$ cat config.mk
export PLATFORM = sky130hd
export DESIGN_NAME = n_serial_rx
export DESIGN_NICKNAME = d
export VERILOG_FILES = /design/src/rtl/n_serial_rx.sv
export SDC_FILE = /design/constraint.sdc
export NUM_CORES = 1
export LEC_CHECK = 0
export CORE_MARGIN = 4
export CORE_UTILIZATION = 57
export CTS_CLUSTER_SIZE = 14
export DETAILED_ROUTE_END_ITERATION = 8
export GPL_TIMING_DRIVEN = 0
export PLACE_DENSITY = 0.81
export SYNTH_ARGS = -nofsm -noshare
export SYNTH_HDL_FRONTEND = slang
export SYNTH_SLANG_ARGS = --single-unit
export TNS_END_PERCENT = 1
$ cat constraint.sdc
create_clock -name clk -period 2.7 [get_ports clk]
set_clock_uncertainty 0.1 [all_clocks]
set_input_delay 0.54 -clock clk [delete_from_list [all_inputs] [get_ports clk]]
set_output_delay 0.54 -clock clk [all_outputs]
set_load 0.01 [all_outputs]
$ cat src/rtl/n_serial_rx.sv
// Nintendo serial pulse-width receiver: decodes short-low '1' / long-low '0' pulses into bytes and stop-bit events.
// Define N_SERIAL_RX_GLITCH_FILTER_EN to add a 3-sample majority filter after the synchroniser (+2 clk edge latency).
module n_serial_rx #(
  parameter int US_CYCLES = 5,
  parameter int IDLE_US   = 5
) (
  input  logic       clk,
  input  logic       reset,
  input  logic       rx,
  output logic       busy,
  output logic [7:0] rx_data,
  output logic       rx_strobe,
  output logic       rx_stopbit,
  output logic       rx_error
);

  localparam int T0    = 2 * US_CYCLES;
  localparam int TMAX  = 4 * US_CYCLES;
  localparam int TIDLE = IDLE_US * US_CYCLES;
  localparam int CW    = $clog2(TIDLE + TMAX + 2);

  typedef logic [CW-1:0] cnt_t;
  localparam cnt_t T0_C    = cnt_t'(T0);
  localparam cnt_t TMAX_C  = cnt_t'(TMAX);
  localparam cnt_t TIDLE_C = cnt_t'(TIDLE);

  typedef enum logic [1:0] {
    S_IDLE,
    S_LOW,
    S_HIGH,
    S_RESYNC
  } state_t;

  state_t     state;
  logic       sync1, sync2;
  logic       line, line_d;
  logic       rise, fall;
  logic       new_bit;
  cnt_t       low_cnt, high_cnt;
  logic [2:0] bit_cnt;
  logic [6:0] shreg;

  always_ff @(posedge clk or negedge reset) begin
    if (!reset) begin
      sync1 <= 1'b1;
      sync2 <= 1'b1;
    end else begin
      sync1 <= rx;
      sync2 <= sync1;
    end
  end

`ifdef N_SERIAL_RX_GLITCH_FILTER_EN
  logic [1:0] hist;

  // Registered majority vote: a lone sample never wins, and the output lags sync2 by two cycles.
  always_ff @(posedge clk or negedge reset) begin
    if (!reset) begin
      hist <= '1;
      line <= 1'b1;
    end else begin
      hist <= {hist[0], sync2};
      line <= (sync2 & hist[0]) | (sync2 & hist[1]) | (hist[0] & hist[1]);
    end
  end
`else
  assign line = sync2;
`endif

  always_ff @(posedge clk or negedge reset) begin
    if (!reset) line_d <= 1'b1;
    else        line_d <= line;
  end

  assign rise    = line & ~line_d;
  assign fall    = ~line & line_d;
  assign new_bit = (low_cnt < T0_C);

  // Each counter holds at zero while the line is at the opposite level, so it restarts on every edge.
  always_ff @(posedge clk or negedge reset) begin
    if (!reset) begin
      low_cnt  <= '0;
      high_cnt <= '0;
    end else begin
      if (line)               low_cnt <= '0;
      else if (low_cnt != '1) low_cnt <= low_cnt + cnt_t'(1);
      if (!line)               high_cnt <= '0;
      else if (high_cnt != '1) high_cnt <= high_cnt + cnt_t'(1);
    end
  end

  always_ff @(posedge clk or negedge reset) begin
    if (!reset) begin
      state      <= S_IDLE;
      bit_cnt    <= '0;
      shreg      <= '0;
      busy       <= 1'b0;
      rx_data    <= '0;
      rx_strobe  <= 1'b0;
      rx_stopbit <= 1'b0;
      rx_error   <= 1'b0;
    end else begin
      rx_strobe  <= 1'b0;
      rx_stopbit <= 1'b0;
      rx_error   <= 1'b0;
      case (state)
        S_IDLE: begin
          busy <= 1'b0;
          if (fall) begin
            state <= S_LOW;
            busy  <= 1'b1;
          end
        end
        S_LOW: begin
          if (low_cnt > TMAX_C) begin
            rx_error <= 1'b1;
            bit_cnt  <= '0;
            busy     <= 1'b1;
            state    <= S_RESYNC;
          end else if (rise) begin
            shreg   <= {shreg[5:0], new_bit};
            bit_cnt <= bit_cnt + 3'd1;
            if (bit_cnt == 3'd7) begin
              rx_data   <= {shreg, new_bit};
              rx_strobe <= 1'b1;
            end
            state <= S_HIGH;
          end
        end
        S_HIGH: begin
          if (fall) begin
            state <= S_LOW;
          end else if (line && high_cnt == TIDLE_C) begin
            // A single pulse after the last full byte is the stop bit; any other count is a framing error.
            if (bit_cnt == 3'd1) rx_stopbit <= 1'b1;
            else                 rx_error   <= 1'b1;
            bit_cnt <= '0;
            busy    <= 1'b0;
            state   <= S_IDLE;
          end
        end
        S_RESYNC: begin
          busy <= 1'b1;
          if (line && high_cnt >= TIDLE_C) begin
            busy  <= 1'b0;
            state <= S_IDLE;
          end
        end
        default: begin
          busy  <= 1'b0;
          state <= S_IDLE;
        end
      endcase
    end
  end

endmodule
==> results.toml <==
[pwr]
power_density_mw_per_mm2 = 760
irDropWorstVdd_v = 0.000420
cellLeakagePower_nw = 1.02

[timing]
period_needed_ps = 2210
fmax_mhz = 452
hold_violations = 0
hold_ws_ps = 161
slew_headroom = 0.447
fin_tns_setup_ps = 0
layout_setup_ws_ps = 486
setup_violations = 0
finalCritPeriodShare = 0.820
rsz0062_at_grt = "false"
worst_pin_slew_ps = 830
drv_slew = 0

[job]
maxCapViolCount = 0

[detailed_routing]
routed_wirelength_microns = 3260
first_iter_violations = 68
first_pass_iters = 4
viasPerCell = 5.63
antenna_left = 0
vias = 1289
drc = 0
wl_per_cell_microns = 14.2

[clocking]
cts_hold_buf = 0
post_cts_resized = 0
numCtsBuffers = 5
cts.reportedPaths.clkPinSlew_ps = 130
cts_buffer_depth = 2
clk_latency_ps = 360
postCtsSetupBuffers = 0
cts.sinks = 39
cts_tree = "done"
htreeDepth = 2
cts_root_buf = "clkbuf_4"

[worst_setup_path]
regToRegStartpoint = "state[1]"
cp.required_ps = 2850
worst_ep_arrival_time_ps = 2360
startpoint_type = "register"
path_max_fanout = 9
crit_start = "state[1]"
setup.worst_path.class = "register to register"
endpoint_kind = "register"

[synthesis]
synth_edf_count = 0
synth_top_area_cell = "dfrtp_1"
synthDistinctLibCells = 42
synth_cells = 163
async_reset_ff_frac = 1.00
synthTopCellsByCount = "dfrtp_1, ha_1, inv_1, mux2_1, nor2_1"
ys_seq_area_frac = 0.508
yosysMostFrequentCell = "dfrtp_1"
synth_area_sq_mm = 0.00193
synthFlopType = "dfrtp_1"
syn_avg_cell_area_sq_um = 11.8
syn_nets = 178
yosys.area.top_type_share = 0.468
ys_seq_elements = 39
netlist_top_cells_area = "dfrtp_1, ha_1, mux2_4"
yosys_warnings = 0

[grt]
grt_max_degree = 40
grt_overflow = 0
grt_pass1_wl_microns = 5750
grt_pass1_vias = 1314
antenna_found_initial = 0
grt.total_usage = 0.174

[die]
pin_count = 15
placementRows = 20
dieArea_sq_mm = 0.00437
core-area_sq_mm = 0.00315
die_h_microns = 66.1
dieWidth_microns = 66.1
start_util = 0.611

[final_layout]
multi_input_area_sq_um = 868
fin_nets = 199
fin_util = 0.690
fill_cells = 246
drive_gt1_frac = 0.151
seq_area_sq_um = 980
area_growth_pct = 12.9
diodes = 0

[placed_design]
pre_cts_ws_ps = 518
dp_hpwl_microns = 2420
gp_congestion = 0.839
io_buffers = 14

[status]
status = "complete, no violations"

[min_path]
hp-class = "input pin to asynchronous set/reset pin"
[where the power goes]
group	switching (W)	internal (W)
Combinational	0.000259	0.000295
Sequential	0.0000883	0.000712
Clock	0.000200	0.0000994
Total	0.000546	0.00111
[per-layer routing]
layer  vias to the layer above  track usage  part of all wire
li1                        617            -                 -
met1                       644        0.194              0.43
met2                        22        0.312              0.51
met3                         6       0.0612             0.042
met4                         0       0.0457             0.013
met5                         -            0                 0
[placed cells by master, fill, tap and decap left out, types with 4 or more instances in the layout]
cell type and count:
a31oi_1 4, buf_2 4, clkbuf_4 5, clkdlybuf4s50_1 13, dfrtp_1 36, ha_1 12, inv_1 10, mux2_1 10
mux2_4 8, mux2i_1 5, nand2_1 7, nand3_1 7, nor2_1 9, nor3_1 5
[sequential cells by signal (all words and copies together) (netlist names)]
register / cells
rx_data: 8
shreg: 7
high_cnt: 6
low_cnt: 6
bit_cnt: 3
state: 2
busy: 1
line: 1
line_d: 1
rx_error: 1
rx_stopbit: 1
rx_strobe: 1
sync1: 1
[cells by family after synthesis]
kind of cell	Yosys count	synth area share
simple gates	46	0.130
flops	39	0.508
compound gates	23	0.0870
mux	23	0.147
buf+inv	18	0.0409
fa+ha+maj	12	0.0779
xor+xnor	2	0.00909
[metrics by stage]
step | instances | cell area [sq um] | power (W)
after floorplan | 163 | 1930 | 0.00118
final | 229 | 2170 | 0.00165
after global routing | 229 | 2170 | 0.00177
after CTS | 229 | 2170 | 0.00167
after global placement | 221 | 2120 | 0.00133
after detailed placement | 221 | 2120 | 0.00137
[worst max-delay path, stage by stage, from the launching register on]
cell	delay, ps
dfrtp_1	420
inv_1	130
ha_1	280
inv_1	110
nand4bb_1	180
buf_2	200
or2_1	230
buf_6	160
mux2_4	300
[worst paths after layout]
kind	to	depth (start not counted)	slack [ps]
worst min register to register	line	0	260
worst min-delay path	rx_strobe	1	160
worst max-delay path	rx_data[1]	8	490
max in group asynchronous	high_cnt[2]	1	1800
worst max register to register	rx_data[1]	8	490
min in group clk	line	0	260
[area by class of cell]
type / instances / share of cell area
sequential: 39 / 0.451
multi-input combinational: 106 / 0.399
timing repair buffer: 14 / 0.0621
tap: 44 / 0.0253
inverter: 11 / 0.0190
clock buffer: 5 / 0.0173
buffer: 7 / 0.0173
clock inverter: 3 / 0.00921
(Power assumes the default switching activity.)
==> RTL change 1: new RTL, same settings <==
Add a define of `N_SERIAL_RX_GLITCH_FILTER_EN`.
--- a/src/rtl/n_serial_rx.sv
+++ b/src/rtl/n_serial_rx.sv
@@ -2,2 +2,4 @@
 // Define N_SERIAL_RX_GLITCH_FILTER_EN to add a 3-sample majority filter after the synchroniser (+2 clk edge latency).
+`define N_SERIAL_RX_GLITCH_FILTER_EN
+
 module n_serial_rx #(
Function: changed (a bounded check fails within 4 cycles, from zero or initial values and one cycle with reset low).
==> RTL change 1 against the original RTL <==
- total power grew 7.1%
- setup slack gained 0.089 ns
- clock power grew 10%
- cell area grew 4.8%
- synthesized area grew 5.0%
- global-route usage grew 0.85 points
- first-iteration DRC count grew 19%
- count of clock-buffer cells in the layout grew 1
- routed wire length grew 10%
- sequential cell count grew 3
==> RTL change 1: results (changes against the original RTL) <==
[placement]
port_buffers=14  ; unchanged
placedCellCount=224  ; +1.4%
gp_congestion=0.872  ; +3.9%
place_ws_ns=0.589  ; +0.0710 ns
dp_hpwl_um=2590  ; +6.8%
place_area_sq_um=2220  ; +4.7%

[synth]
synth-xor-area-share=0.00866  ; -0.000433
synth_warnings=0  ; unchanged
synth_nets=179  ; +0.56%
synth-adder-area-share=0.0792  ; +0.00124
ys_top_cells_by_area=dfrtp_1, dfstp_2, ha_1, mux2_4, mux2_2
ys_seq_area_frac=0.523  ; +0.0147
synthCells=164  ; +0.61%
synth_mux_area_frac=0.127  ; -0.0194
synthTopCellsByCount=dfrtp_1, ha_1, inv_1, mux2_2, a31oi_1
synth_compound_area_frac=0.104  ; +0.0169

[clocking]
post_cts_buffers=0  ; unchanged
cts_resized=0  ; unchanged
insertion_delay_ns=0.35
clockBufferDepth=2  ; unchanged
clk_pin_slew_worst_paths_ns=0.13  ; about the same
h-tree-depth=2  ; unchanged
cts_buffers=5  ; unchanged

[routing]
drt-initial-drc-count=81  ; +19%
met1_length_um=1510  ; +7.1%
post_drt_wl_per_cell_um=15.5  ; +8.7%
vias_per_cell=5.69  ; +1.2%
wl_met2_um=1850  ; +11%
dr_wl_met3_um=142  ; +3.6%
wl_um=3590  ; +10%
dr.pass1.iters=4  ; unchanged

[global_routing]
antenna_found_initial=0  ; unchanged
grt_pass1_vias=1376  ; +4.7%
grt_max_degree=43  ; +7.5%
grt_pass1_wl_um=6180  ; +7.3%
met2_usage=0.315  ; +0.00243
grt_use_total=0.183  ; +0.00849
grt_util_met3=0.0449  ; -0.0163
met1_usage=0.208  ; +0.0141

[final_layout]
antenna_cells=0  ; unchanged
nFillCells=263  ; +6.9%
top_regs=rx_data: 8 flops, shreg: 7 flops
multi_input_area_sq_um=876  ; +0.86%
drive_gt1_frac=0.220  ; +0.0691
fin_nets=200  ; +0.50%

[outcome]
outcome=complete, no violations

[timing]
post-route-period-util=0.787  ; -0.0330
fin_hold_ws_ns=0.210  ; +0.0490 ns
max_slew.worst_pin.slew_ns=0.915  ; +0.0856 ns

[setup_path]
critPathSlowestCell=dfrtp_1
r2r-end=rx_data[1]
r2r_setup_slack_ns=0.58  ; +0.09 ns
path_max_fanout=10  ; +1
path_class=register to register
startpoint=state[1]
arrival_ns=2.27  ; -0.09 ns

[hold_path]
hold_class=input port to asynchronous set/reset pin

[pwr]
p_leak_nw=1.07  ; +5.4%
peakVddDrop_mv=0.387  ; -7.8%
swShare=0.321  ; -0.00960

RTL change 1: changes by cell type after synthesis, moves of 3 or more:
cell,before,now
mux2_1,10,1
dfstp_2,3,6
nand3_1,7,3
a31oi_1,4,8
o21ai_0,2,7
clkbuf_1,3,0
mux2_2,0,9
RTL change 1: area by class of cell:
type	count	share of cell area
plain buffers	6	0.0225
clock buffers	6	0.0225
clock inverters	2	0.00549
inverters	10	0.0165
multi-input cells	106	0.384
flip-flops and latches	42	0.464
well taps	46	0.0252
repair buffers	14	0.0593
RTL change 1: power groups by stage:
| stage | clock (mW) | sequential (mW) | combinational [mW] |
|---|---|---|---|
| floorplan | 0 | 0.863 | 0.407 |
| global placement | 0 | 0.863 | 0.552 |
| detailed placement | 0 | 0.881 | 0.578 |
| CTS | 0.342 | 0.867 | 0.582 |
| global route | 0.363 | 0.884 | 0.649 |
| finish | 0.330 | 0.867 | 0.573 |
==> RTL change 2: new RTL, same settings <==
Made on the original files. Register the output `rx_data` once more; this adds one clock of latency there. The other outputs are not delayed to match.
--- a/src/rtl/n_serial_rx.sv
+++ b/src/rtl/n_serial_rx.sv
@@ -32,2 +32,4 @@
   } state_t;
+
+  logic [7:0] rx_data_s0;
 
@@ -97,3 +99,3 @@
       busy       <= 1'b0;
-      rx_data    <= '0;
+      rx_data_s0 <= '0;
       rx_strobe  <= 1'b0;
@@ -123,3 +125,3 @@
             if (bit_cnt == 3'd7) begin
-              rx_data   <= {shreg, new_bit};
+              rx_data_s0 <= {shreg, new_bit};
               rx_strobe <= 1'b1;
@@ -156,2 +158,6 @@
 
+  always_ff @(posedge clk) begin
+    rx_data <= rx_data_s0;
+  end
+
 endmodule
Behaviour: no difference found for any inputs over 10 cycles, from zero or initial values and one cycle with reset low; that may be too few to reach the edited logic, so the function may still have changed.
==> RTL change 2 against the original RTL <==
- sequential cell count grew 8
- cell area increased by 7.1%
- synthesized cell count is the same
- synthesized area increased by 7.5%
- combinational power up 3%
- worst hold slack got worse by 0.013 ns
- routed wire length increased by 7.2%
- global-route usage is 0.092 points higher
- setup slack better by 0.031 ns
- critical path depth unchanged
- total power up 14%
- core utilization shrank 0.76 points
- critical endpoint is now rx_data_s0[1]
- largest power group unchanged
- highest routed layer unchanged
==> RTL change 2: results (changes against the original RTL) <==
[clocking]
insertion_delay_ns=0.37
clockBufferDepth=2  ; unchanged
cts_buffers=5  ; unchanged
post_cts_buffers=0  ; unchanged
clk_pin_slew_worst_paths_ns=0.15  ; +0.02 ns

[synth]
synth.distinct_cells=40  ; -4.8%
synthArstFlopShare=0.830  ; -0.170
ys_ff_latch=47  ; +21%
synthTopCellsByCount=dfrtp_1, ha_1, mux2_2
ys_seq_area_frac=0.550  ; +0.0417
ys_top_cells_by_area=dfrtp_1, dfxtp_1, ha_1, mux2_4, mux2_2
syn_avg_cell_area_sq_um=12.7  ; +7.5%

[global_routing]
grt_use_total=0.175  ; +0.000921
grt_pass1_wl_um=5890  ; +2.4%
grt_pass1_vias=1292  ; -1.7%

[routing]
drt-initial-drc-count=66  ; -2.9%
wl_um=3490  ; +7.2%
dr_wl_met3_um=154  ; +12%
top_layer_used=met4
post_drt_wl_per_cell_um=15.1  ; +6.3%
met1_length_um=1520  ; +7.7%
wl_met2_um=1740  ; +4.5%
vias_per_cell=5.68  ; +0.90%
dr.pass1.iters=4  ; unchanged

[placement]
place_ws_ns=0.529  ; +0.0115 ns
dp_hpwl_um=2460  ; +1.8%
place_area_sq_um=2260  ; +7.0%
placedCellCount=223  ; +0.90%
gp_congestion=0.876  ; +4.4%

[pwr]
p_leak_nw=1.10  ; +8.5%
peakVddDrop_mv=0.439  ; +4.5%

[outcome]
outcome=complete, no violations

[setup_path]
path_max_fanout=9  ; unchanged
r2r-start=state[1]

[timing]
max_slew.worst_pin.slew_ns=0.851  ; +0.0213 ns

[hold_path]
hold_class=input port to asynchronous set/reset pin

[final_layout]
nFillCells=259  ; +5.3%
drive_gt1_frac=0.195  ; +0.0432
top_regs=rx_data: 8 flops, rx_data_s0: 8 flops, shreg: 7 flops

==> RTL change 2: cell count changes in the layout (fill, tap and decap cells not counted), moves of 3 or more <==
cell	unedited run	this run
dfxtp_1	0	8
mux2_1	10	0
mux2_2	0	10
nand3_1	7	4
o21ai_0	2	6
==> RTL change 2: through the flow <==
step                       util  hold WS, ns
after detailed placement  0.663        0.247
after CTS                 0.682        0.168
after floorplan               -        0.144
final                     0.682        0.147
after global placement    0.664        0.246
after global routing      0.682        0.206
==> RTL change 2: metal layers <==
| metal | vias up | global-route usage |
|---|---|---|
| li1 | 627 | - |
| met3 | 8 | 0.0542 |
| met1 | 645 | 0.207 |
| met4 | 0 | 0.0844 |
| met5 | - | 0 |
| met2 | 32 | 0.288 |
==> RTL change 2: layout make-up <==
type | count | share of cell area
buffer | 5 | 0.0140
clock buffer | 5 | 0.0161
clock inverter | 3 | 0.0118
inverter | 9 | 0.0145
multi-input combinational | 102 | 0.372
sequential | 47 | 0.489
tap | 46 | 0.0247
timing repair buffer | 14 | 0.0580
==> RTL change 2: cells by family after synthesis <==
kind of cell,count (synthesis),share of synthesized area
AO/OA/AOI/OAI,25,0.0888
XOR/XNOR,2,0.00846
adder cells (fa/ha/maj),12,0.0725
buffers and inverters,14,0.0320
flip-flops,47,0.550
multiplexers,23,0.136
AND/OR/NAND/NOR,40,0.112
==> RTL change 2: critical path, stage by stage (launching register included) <==
cell	delay, ns
dfrtp_1	0.43
inv_1	0.13
ha_1	0.27
inv_1	0.10
nand4bb_1	0.17
buf_2	0.20
or2_1	0.23
buf_6	0.16
mux2_4	0.30
==> RTL change 2: path summary, 6_finish.rpt <==
path	slack (ns)	to	cells after the start
setup / recovery	0.52	rx_data_s0[1]	8
max in group asynchronous	1.81	state[0]	1
setup reg to reg	0.52	rx_data_s0[1]	8
hold / removal	0.15	rx_strobe	1
min in group clk	0.27	line	0
hold reg to reg	0.27	line	0
==> RTL change 2: report_power, final <==
part	internal, mW	leakage [nW]	switching [mW]	total [mW]
Clock	0.111	0.0337	0.247	0.358
Combinational	0.309	0.505	0.260	0.569
Sequential	0.855	0.565	0.0942	0.949
Total	1.28	1.10	0.601	1.88
